==> src/rtl/icon_reg_sync.sv <==
// Frame-synchronous update controller for the Rojobot icon overlay.
// Bot updates are captured into a shadow set. The shadow is committed to the display registers only at vertical blank, so the icon never tears mid-frame.
// Ports: clock/rst (synchronous, active-high); upd_sysregs + LocX_in/LocY_in/BotInfo_in (bot update strobe and data).
//        Pixel_row/Pixel_column (DTG position); LocX_reg/LocY_reg/BotInfo_reg (committed values); upd_ack (commit pulse).
//        overrun_cnt (saturating count of lost updates); blink_on (icon draw enable).
// Latency: tick in PENDING at cycle N -> COMMIT at N+1 -> display regs valid at N+2. No backpressure is applied.
module icon_reg_sync #(
  parameter int          V_ACTIVE     = 480,
  parameter int          BLINK_FRAMES = 15,
  parameter logic [7:0]  BLINK_MASK   = 8'hF0,
  parameter logic [7:0]  RST_X        = 8'd0,
  parameter logic [7:0]  RST_Y        = 8'd0
) (
  input  logic       clock,
  input  logic       rst,
  input  logic       upd_sysregs,
  input  logic [7:0] LocX_in,
  input  logic [7:0] LocY_in,
  input  logic [7:0] BotInfo_in,
  input  logic [9:0] Pixel_row,
  input  logic [9:0] Pixel_column,
  output logic [7:0] LocX_reg,
  output logic [7:0] LocY_reg,
  output logic [7:0] BotInfo_reg,
  output logic       upd_ack,
  output logic [7:0] overrun_cnt,
  output logic       blink_on
);

  localparam logic [9:0] TICK_ROW   = V_ACTIVE[9:0];
  localparam logic [7:0] LAST_FRAME = 8'(BLINK_FRAMES - 1);

  typedef enum logic [1:0] {IDLE, PENDING, COMMIT} state_t;

  state_t     state;
  logic [7:0] shadow_x;
  logic [7:0] shadow_y;
  logic [7:0] shadow_info;
  logic       hit;
  logic       hit_q;
  logic       tick;
  logic [7:0] frame_cnt;
  logic       blink_en;

  // The DTG may dwell on the tick position for several clocks.
  // The tick is therefore taken as the rising edge of the position match,
  // which gives one tick per frame.
  assign hit      = (Pixel_row == TICK_ROW) && (Pixel_column == 10'd0);
  assign tick     = hit && !hit_q;
  assign blink_en = (BotInfo_reg & BLINK_MASK) != 8'd0;

  always_ff @(posedge clock) begin
    if (rst) begin
      hit_q <= 1'b0;
    end else begin
      hit_q <= hit;
    end
  end

  // Update FSM. The display registers are written only in COMMIT.
  always_ff @(posedge clock) begin
    if (rst) begin
      state       <= IDLE;
      shadow_x    <= 8'd0;
      shadow_y    <= 8'd0;
      shadow_info <= 8'd0;
      LocX_reg    <= RST_X;
      LocY_reg    <= RST_Y;
      BotInfo_reg <= 8'd0;
      upd_ack     <= 1'b0;
      overrun_cnt <= 8'd0;
    end else begin
      upd_ack <= 1'b0;
      case (state)
        IDLE: begin
          // A tick seen here has nothing to commit yet.
          // Data arriving with that tick waits for the next frame.
          if (upd_sysregs) begin
            shadow_x    <= LocX_in;
            shadow_y    <= LocY_in;
            shadow_info <= BotInfo_in;
            state       <= PENDING;
          end
        end
        PENDING: begin
          if (upd_sysregs) begin
            shadow_x    <= LocX_in;
            shadow_y    <= LocY_in;
            shadow_info <= BotInfo_in;
            if (overrun_cnt != 8'hFF) overrun_cnt <= overrun_cnt + 8'd1;
          end
          if (tick) begin
            // upd_ack is registered, so it is high during the COMMIT cycle itself.
            state   <= COMMIT;
            upd_ack <= 1'b1;
          end
        end
        COMMIT: begin
          // The copy reads the shadow before any same-cycle reload.
          // The old shadow is committed, and new data waits for the next frame.
          LocX_reg    <= shadow_x;
          LocY_reg    <= shadow_y;
          BotInfo_reg <= shadow_info;
          if (upd_sysregs) begin
            shadow_x    <= LocX_in;
            shadow_y    <= LocY_in;
            shadow_info <= BotInfo_in;
            state       <= PENDING;
          end else begin
            state <= IDLE;
          end
        end
        default: state <= IDLE;
      endcase
    end
  end

  // Blink generator. While blinking is disabled, the counter is parked at 0 with blink_on high.
  // Re-enabling therefore always starts a full visible half-period.
  always_ff @(posedge clock) begin
    if (rst) begin
      frame_cnt <= 8'd0;
      blink_on  <= 1'b1;
    end else if (!blink_en) begin
      frame_cnt <= 8'd0;
      blink_on  <= 1'b1;
    end else if (tick) begin
      if (frame_cnt == LAST_FRAME) begin
        frame_cnt <= 8'd0;
        blink_on  <= !blink_on;
      end else begin
        frame_cnt <= frame_cnt + 8'd1;
      end
    end
  end

endmodule

==> config.mk <==
export PLATFORM = sky130hd
export DESIGN_NAME = icon_reg_sync
export DESIGN_NICKNAME = d
export VERILOG_FILES = /design/src/rtl/icon_reg_sync.sv
export SDC_FILE = /design/constraint.sdc
export NUM_CORES = 1
export LEC_CHECK = 0
export ABC_AREA = 1
export CAP_MARGIN = 10
export CORE_UTILIZATION = 50
export DETAILED_ROUTE_END_ITERATION = 8
export DONT_BUFFER_PORTS = 1
export PLACE_DENSITY = 0.72
export SLEW_MARGIN = 20
export SYNTH_ARGS = -nofsm -noshare
export SYNTH_HDL_FRONTEND = slang
export SYNTH_SLANG_ARGS = --single-unit
==> constraint.sdc <==
create_clock -name clock -period 2 [get_ports clock]
set_input_delay 0.4 -clock clock [delete_from_list [all_inputs] [get_ports clock]]
set_output_delay 0.4 -clock clock [all_outputs]
set_load 0.1 [all_outputs]
==> impl_metrics.csv, run 1 <==
group,metric,value,unit
yosys,yosysUniqueCellTypes,32,
clock_network,post_cts_buffers,0,
layout,final_layout_size_suffix_gt1_share,17.2,%
placement,place_inst,498,
critical_path,critPathRequiredTime,2220,ps
detailed_routing,drt_iter0_drc,126,
placement,port_buffers,0,
yosys,yosys_register_bits,69,
critical_path,cp_max_fo,26,
detailed_routing,num_vias,2613,
worst_hold_path,hold_class,"input port to register",
die,die_h,78.8,um
sta,rsz0062_at_grt,"false",
power_and_ir_drop,total_power,2.75,mW
die,die_area,0.00621,mm2
clock_network,path_clk_slew,80,ps
sta,tightest_slew,466,ps
layout,fin_nets,487,
yosys,synth-seq-area-share,46.8,%
detailed_routing,route.detailed.drc,0,
detailed_routing,routedWlPerCell,12.3,um
clock_network,postCtsHoldBufs,0,
die,core_area,0.00561,mm2
clock_network,clkLatencyLatePin,340,ps
critical_path,cp.arrival,1790,ps
power_and_ir_drop,powerDensity,795,mW/mm2
grt,grt_overflow,0,
grt,antenna_found_initial,0,
layout,area_growth,17.2,%
critical_path,path_class,"register to register",
sta,fin_skew,4.65,ps
clock_network,clock-root-buffer,"clkbuf_8",
detailed_routing,routed_via_density,5.08,
sta,whs,107,ps
die,rows,27,
detailed_routing,first_pass_iters,4,
sta,clock.fmax,0.637,GHz
die,start_util,52.6,%
die,die_w,78.8,um
placement,place_ws,390,ps
clock_network,post_cts_resized,0,
yosys,syn_area_per_cell,7.30,um2
clock_network,cts_sinks,69,
layout,final_common_cell,"nor2_1",
clock_network,cts.path.max_buffers,2,
sta,slew_headroom,68.9,%
power_and_ir_drop,p_leak,1.53,nW
yosys,syn_area,0.00295,mm2
sta,slew_violations,0,
grt,grt_pass1_wl,10600,um
layout,final-instance-count-excl-fill,514,
sta,tns,0,ps
yosys,syn_nets,454,
yosys,yosys_warnings,0,
sta,setup_slack,430,ps
run_status,outcome,"finished, final reports clean",
critical_path,worstRegToRegCells,5,
placement,gp_congestion,0.796,
layout,antenna_cells,0,
clock_network,htreeDepth,3,
grt,grt_usage,21.5,%
placement,hpwl,4290,um
power_and_ir_drop,peakVddDrop,0.000494,V
worst_hold_path,hold_depth,1,
yosys,syn_inst,404,
critical_path,cp-start-kind,"register",
sta,finalCritPeriodShare,78.5,%
grt,grt_max_degree,27,
die,io_pins,81,
sta,setup_viol_count_final,0,
grt,grt_pass1_vias,2504,
sta,hold_viol_final,0,
clock_network,numCtsBuffers,9,
layout,final_cell_mix,"115 x nor2_1, 67 x dfxtp_1, 51 x nand2_1",
clock_network,cts_tree,"yes",
detailed_routing,drtAntennaViolNets,0,
critical_path,endpoint_kind,"register",
detailed_routing,wl,6320,um
sta,finalCriticalPeriod,1570,ps
run,maxCapViolations,0,
-- report_power, final --
group	switching [mW]	total, mW	internal, mW
clock network	0.537	1.18	0.644
registers	0.0215	1.43	1.41
logic	0.0927	0.134	0.0417
-- synth_stat cells --
master	n	share of area, %
nor3_1	3	0.51
a21oi_4	1	0.55
dfxtp_1	69	47
nand2_1	51	6.5
clkbuf_4	1	0.25
a21oi_2	2	0.59
inv_1	27	3.4
and2_1	1	0.21
clkbuf_1	8	1.0
inv_2	3	0.38
inv_4	1	0.21
nor2_4	3	1.1
o21ai_0	49	8.3
nor2_8	1	0.68
clkinv_1	1	0.13
xnor2_1	2	0.59
o21ai_1	4	0.68
a31oi_1	1	0.21
nand3_2	2	0.68
nor2_1	115	15
nand3b_1	1	0.25
nand2_4	3	1.1
nand4_1	4	0.85
buf_4	2	0.51
ha_1	3	1.3
xor2_1	3	0.89
nand2_2	2	0.42
or2_2	1	0.21
nand3_1	19	3.2
nor2_2	2	0.42
a21oi_1	15	2.5
buf_2	4	0.68
-- layout make-up --
type                       instances  area [um2]
timing repair buffer              37         278
clock buffer                      11         151
tap                               72        90.1
inverter                          32         123
sequential                        69        1380
clock inverter                     5        58.8
fill                             532        2150
multi-input combinational        288        1370
-- worst paths after layout --
path | start | to | slack, ps
worst min-delay path | rst | overrun_cnt[5] | 110
worst min register to register | shadow_info[0] | BotInfo_reg[0] | 480
worst max-delay path | state[1] | BotInfo_reg[6] | 430
worst max register to register | state[1] | BotInfo_reg[6] | 430
-- layer usage --
layer | track usage, % | routed length, um | up-vias
met4 | 10.0 | 97 | 0
li1 | - | - | 1356
met3 | 6.44 | 370 | 10
met2 | 38.1 | 3110 | 47
met1 | 23.5 | 2740 | 1200
met5 | 0 | 0 | -
-- critical path, stage by stage, from the launching register on --
cell,delay [ps]
dfxtp_1,390
inv_2,80
nor2_4,370
inv_2,310
o21ai_0,230
a21oi_1,50
-- stage by stage --
step	util, %	instance area (um2)
after floorplan	-	2950
after global placement	57.9	3250
after detailed placement	57.9	3250
after CTS	61.6	3460
after global routing	61.6	3460
final	61.6	3460
-- logic make-up after synthesis --
| family | synth area share [%] |
|---|---|
| and+or+nand+nor | 30.9 |
| AOI/OAI and AO/OA | 12.9 |
| buffers and inverters | 6.62 |
| xor gates and xnor gates | 1.49 |
| adders and majority gates | 1.27 |
| DFF | 46.8 |
No activity file was read; power rests on OpenSTA's default activity.
==> run 2: changes to the inputs <==
==> constraint.sdc (replaced) <==
create_clock -name clock -period 1.5 [get_ports clock]
set_input_delay 0.3 -clock clock [delete_from_list [all_inputs] [get_ports clock]]
set_output_delay 0.3 -clock clock [all_outputs]
set_load 0.1 [all_outputs]
==> run 2 against run 1 <==
Against the previous run: cell area is 0.47% higher; worst hold slack worse by 80 ps; first-iteration DRC count is 22% lower; largest power group unchanged.
==> impl_metrics.csv, run 2 (synthesis results as in run 1) <==
group,metric,value,unit
detailed_routing,top_layer_used,"met4",
critical_path,rrSetupSlack,140,ps
run,maxCapViolations,0,
sta,slew_headroom,69.9,%
critical_path,worstRegToRegCells,7,
clock_network,htreeDepth,3,
layout,fin_nets,490,
worst_hold_path,hp-start,"rst",
layout,final_cell_mix,"114 x nor2_1, 57 x dfxtp_1, 51 x nand2_1",
die,die_area,0.00621,mm2
grt,grt_pass1_wl,10700,um
die,core_area,0.00561,mm2
layout,final-instance-count-excl-fill,516,
run_status,outcome,"finished, final reports clean",
sta,clock.fmax,0.734,GHz
critical_path,critPathRequiredTime,1730,ps
grt,grt_usage,22.4,%
sta,setup_slack,137,ps
clock_network,cts.path.max_buffers,2,
die,die_h,78.8,um
placement,gp_congestion,0.757,
critical_path,endpoint_kind,"register",
worst_hold_path,hold_class,"input port to register",
critical_path,cp_max_fo,7,
grt,grt_pass1_vias,2431,
placement,place_ws,90.2,ps
sta,slew_violations,0,
sta,hold_viol_final,0,
layout,final_layout_size_suffix_gt1_share,19.6,%
placement,hpwl,4340,um
clock_network,cts_tree,"yes",
detailed_routing,wl_met1,2740,um
critical_path,cp-start-kind,"register",
detailed_routing,route.detailed.drc,0,
sta,fin_skew,5.79,ps
detailed_routing,wl_met2,3160,um
clock_network,numCtsBuffers,9,
sta,finalCritPeriodShare,90.9,%
die,rows,27,
power_and_ir_drop,powerDensity,981,mW/mm2
critical_path,path_class,"register to register",
placement,port_buffers,0,
layout,antenna_cells,0,
grt,grt_overflow,0,
detailed_routing,drt_iter0_drc,98,
layout,stdcell_area,0.00347,mm2
detailed_routing,routedWlPerCell,12.4,um
clock_network,cts_sinks,69,
detailed_routing,first_pass_iters,4,
power_and_ir_drop,peakVddDrop,0.000957,V
detailed_routing,wl,6410,um
layout,nFillCells,530,
layout,area_growth,17.8,%
detailed_routing,drtAntennaViolNets,0,
grt,antenna_found_initial,0,
critical_path,r2r_end,"frame_cnt[1]",
clock_network,path_clk_slew,70,ps
placement,place_inst,499,
sta,finalCriticalPeriod,1360,ps
critical_path,cp.arrival,1600,ps
critical_path,r2r-start,"frame_cnt[0]",
die,die_w,78.8,um
die,start_util,52.6,%
sta,rsz0062_at_grt,"false",
power_and_ir_drop,p_leak,1.52,nW
detailed_routing,routed_via_density,5.06,
placement,placed_cell_area,0.00328,mm2
sta,tns,0,ps
sta,tightest_slew,451,ps
detailed_routing,num_vias,2613,
detailed_routing,met3_length,433,um
worst_hold_path,hold_depth,1,
sta,setup_viol_count_final,0,
worst_hold_path,hold-path-endpoint,"hit_q",
grt,grt_max_degree,36,
die,io_pins,81,
clock_network,clock-root-buffer,"clkbuf_8",
layout,fin_util,61.9,%
clock_network,clkLatencyLatePin,340,ps
layout,final_common_cell,"nor2_1",
clock_network,post_cts_buffers,0,
==> run 2: changes by cell type in the layout (fill, tap and decap cells not counted), moves of 2 or more <==
cell,previous run,this run
dfxtp_2,2,10
dlygate4sd3_1,0,2
dfxtp_1,67,57
dfxtp_4,0,2
==> run 2: power breakdown <==
group,internal (mW),switching [mW]
registers,1.88,0.0307
clock network,0.630,0.677
logic,0.0604,0.127
==> run 2: critical path: stages (launching register included) <==
cell,delay (ps)
dfxtp_1,360
inv_1,70
ha_1,130
nand3_1,90
nor2_2,300
nand4_1,150
nand2_1,110
nor2_1,50
==> run 2: what timing repair did <==
item	CTS	global route
endpoints found under the setup margin	0	3
gates resized for setup	0	1
hold buffers	1	1
hold endpoints to repair	3	2
==> run 2: routing by layer <==
metal  vias to the layer above  track usage [%]
li1                       1360                -
met1                      1179             24.6
met2                        66             38.0
met3                         8             8.97
met4                         0             9.44
met5                         -                0
==> run 2: worst max-delay path by stage <==
| stage | startpoint | to | slack [ps] | cells after the start |
|---|---|---|---|---|
| floorplan | overrun_cnt[2] | overrun_cnt[5] | 7 | 6 |
| global placement | frame_cnt[0] | blink_on | 160 | 7 |
| detailed placement | frame_cnt[0] | frame_cnt[1] | 90 | 7 |
| CTS | frame_cnt[0] | frame_cnt[1] | 70 | 7 |
| global route | frame_cnt[0] | frame_cnt[6] | 60 | 7 |
| finish | frame_cnt[0] | frame_cnt[1] | 140 | 7 |
==> run 2: stage by stage <==
step           total power [mW]  hold slack (ps)
2_1_floorplan              2.10              435
3_3_place_gp               2.13              358
3_5_place_dp               2.13              359
4_1_cts                    3.43             1.26
5_1_grt                    3.55             5.27
6_report                   3.41             26.8
==> run 2: cell type report <==
class,instances,area [um2],share of cell area [%]
clock buffer,11,141,4.07
clock inverter,4,25.0,0.720
inverter,32,123,3.53
multi-input combinational,288,1390,39.9
sequential,69,1400,40.3
tap,72,90.1,2.59
timing repair buffer,40,305,8.79
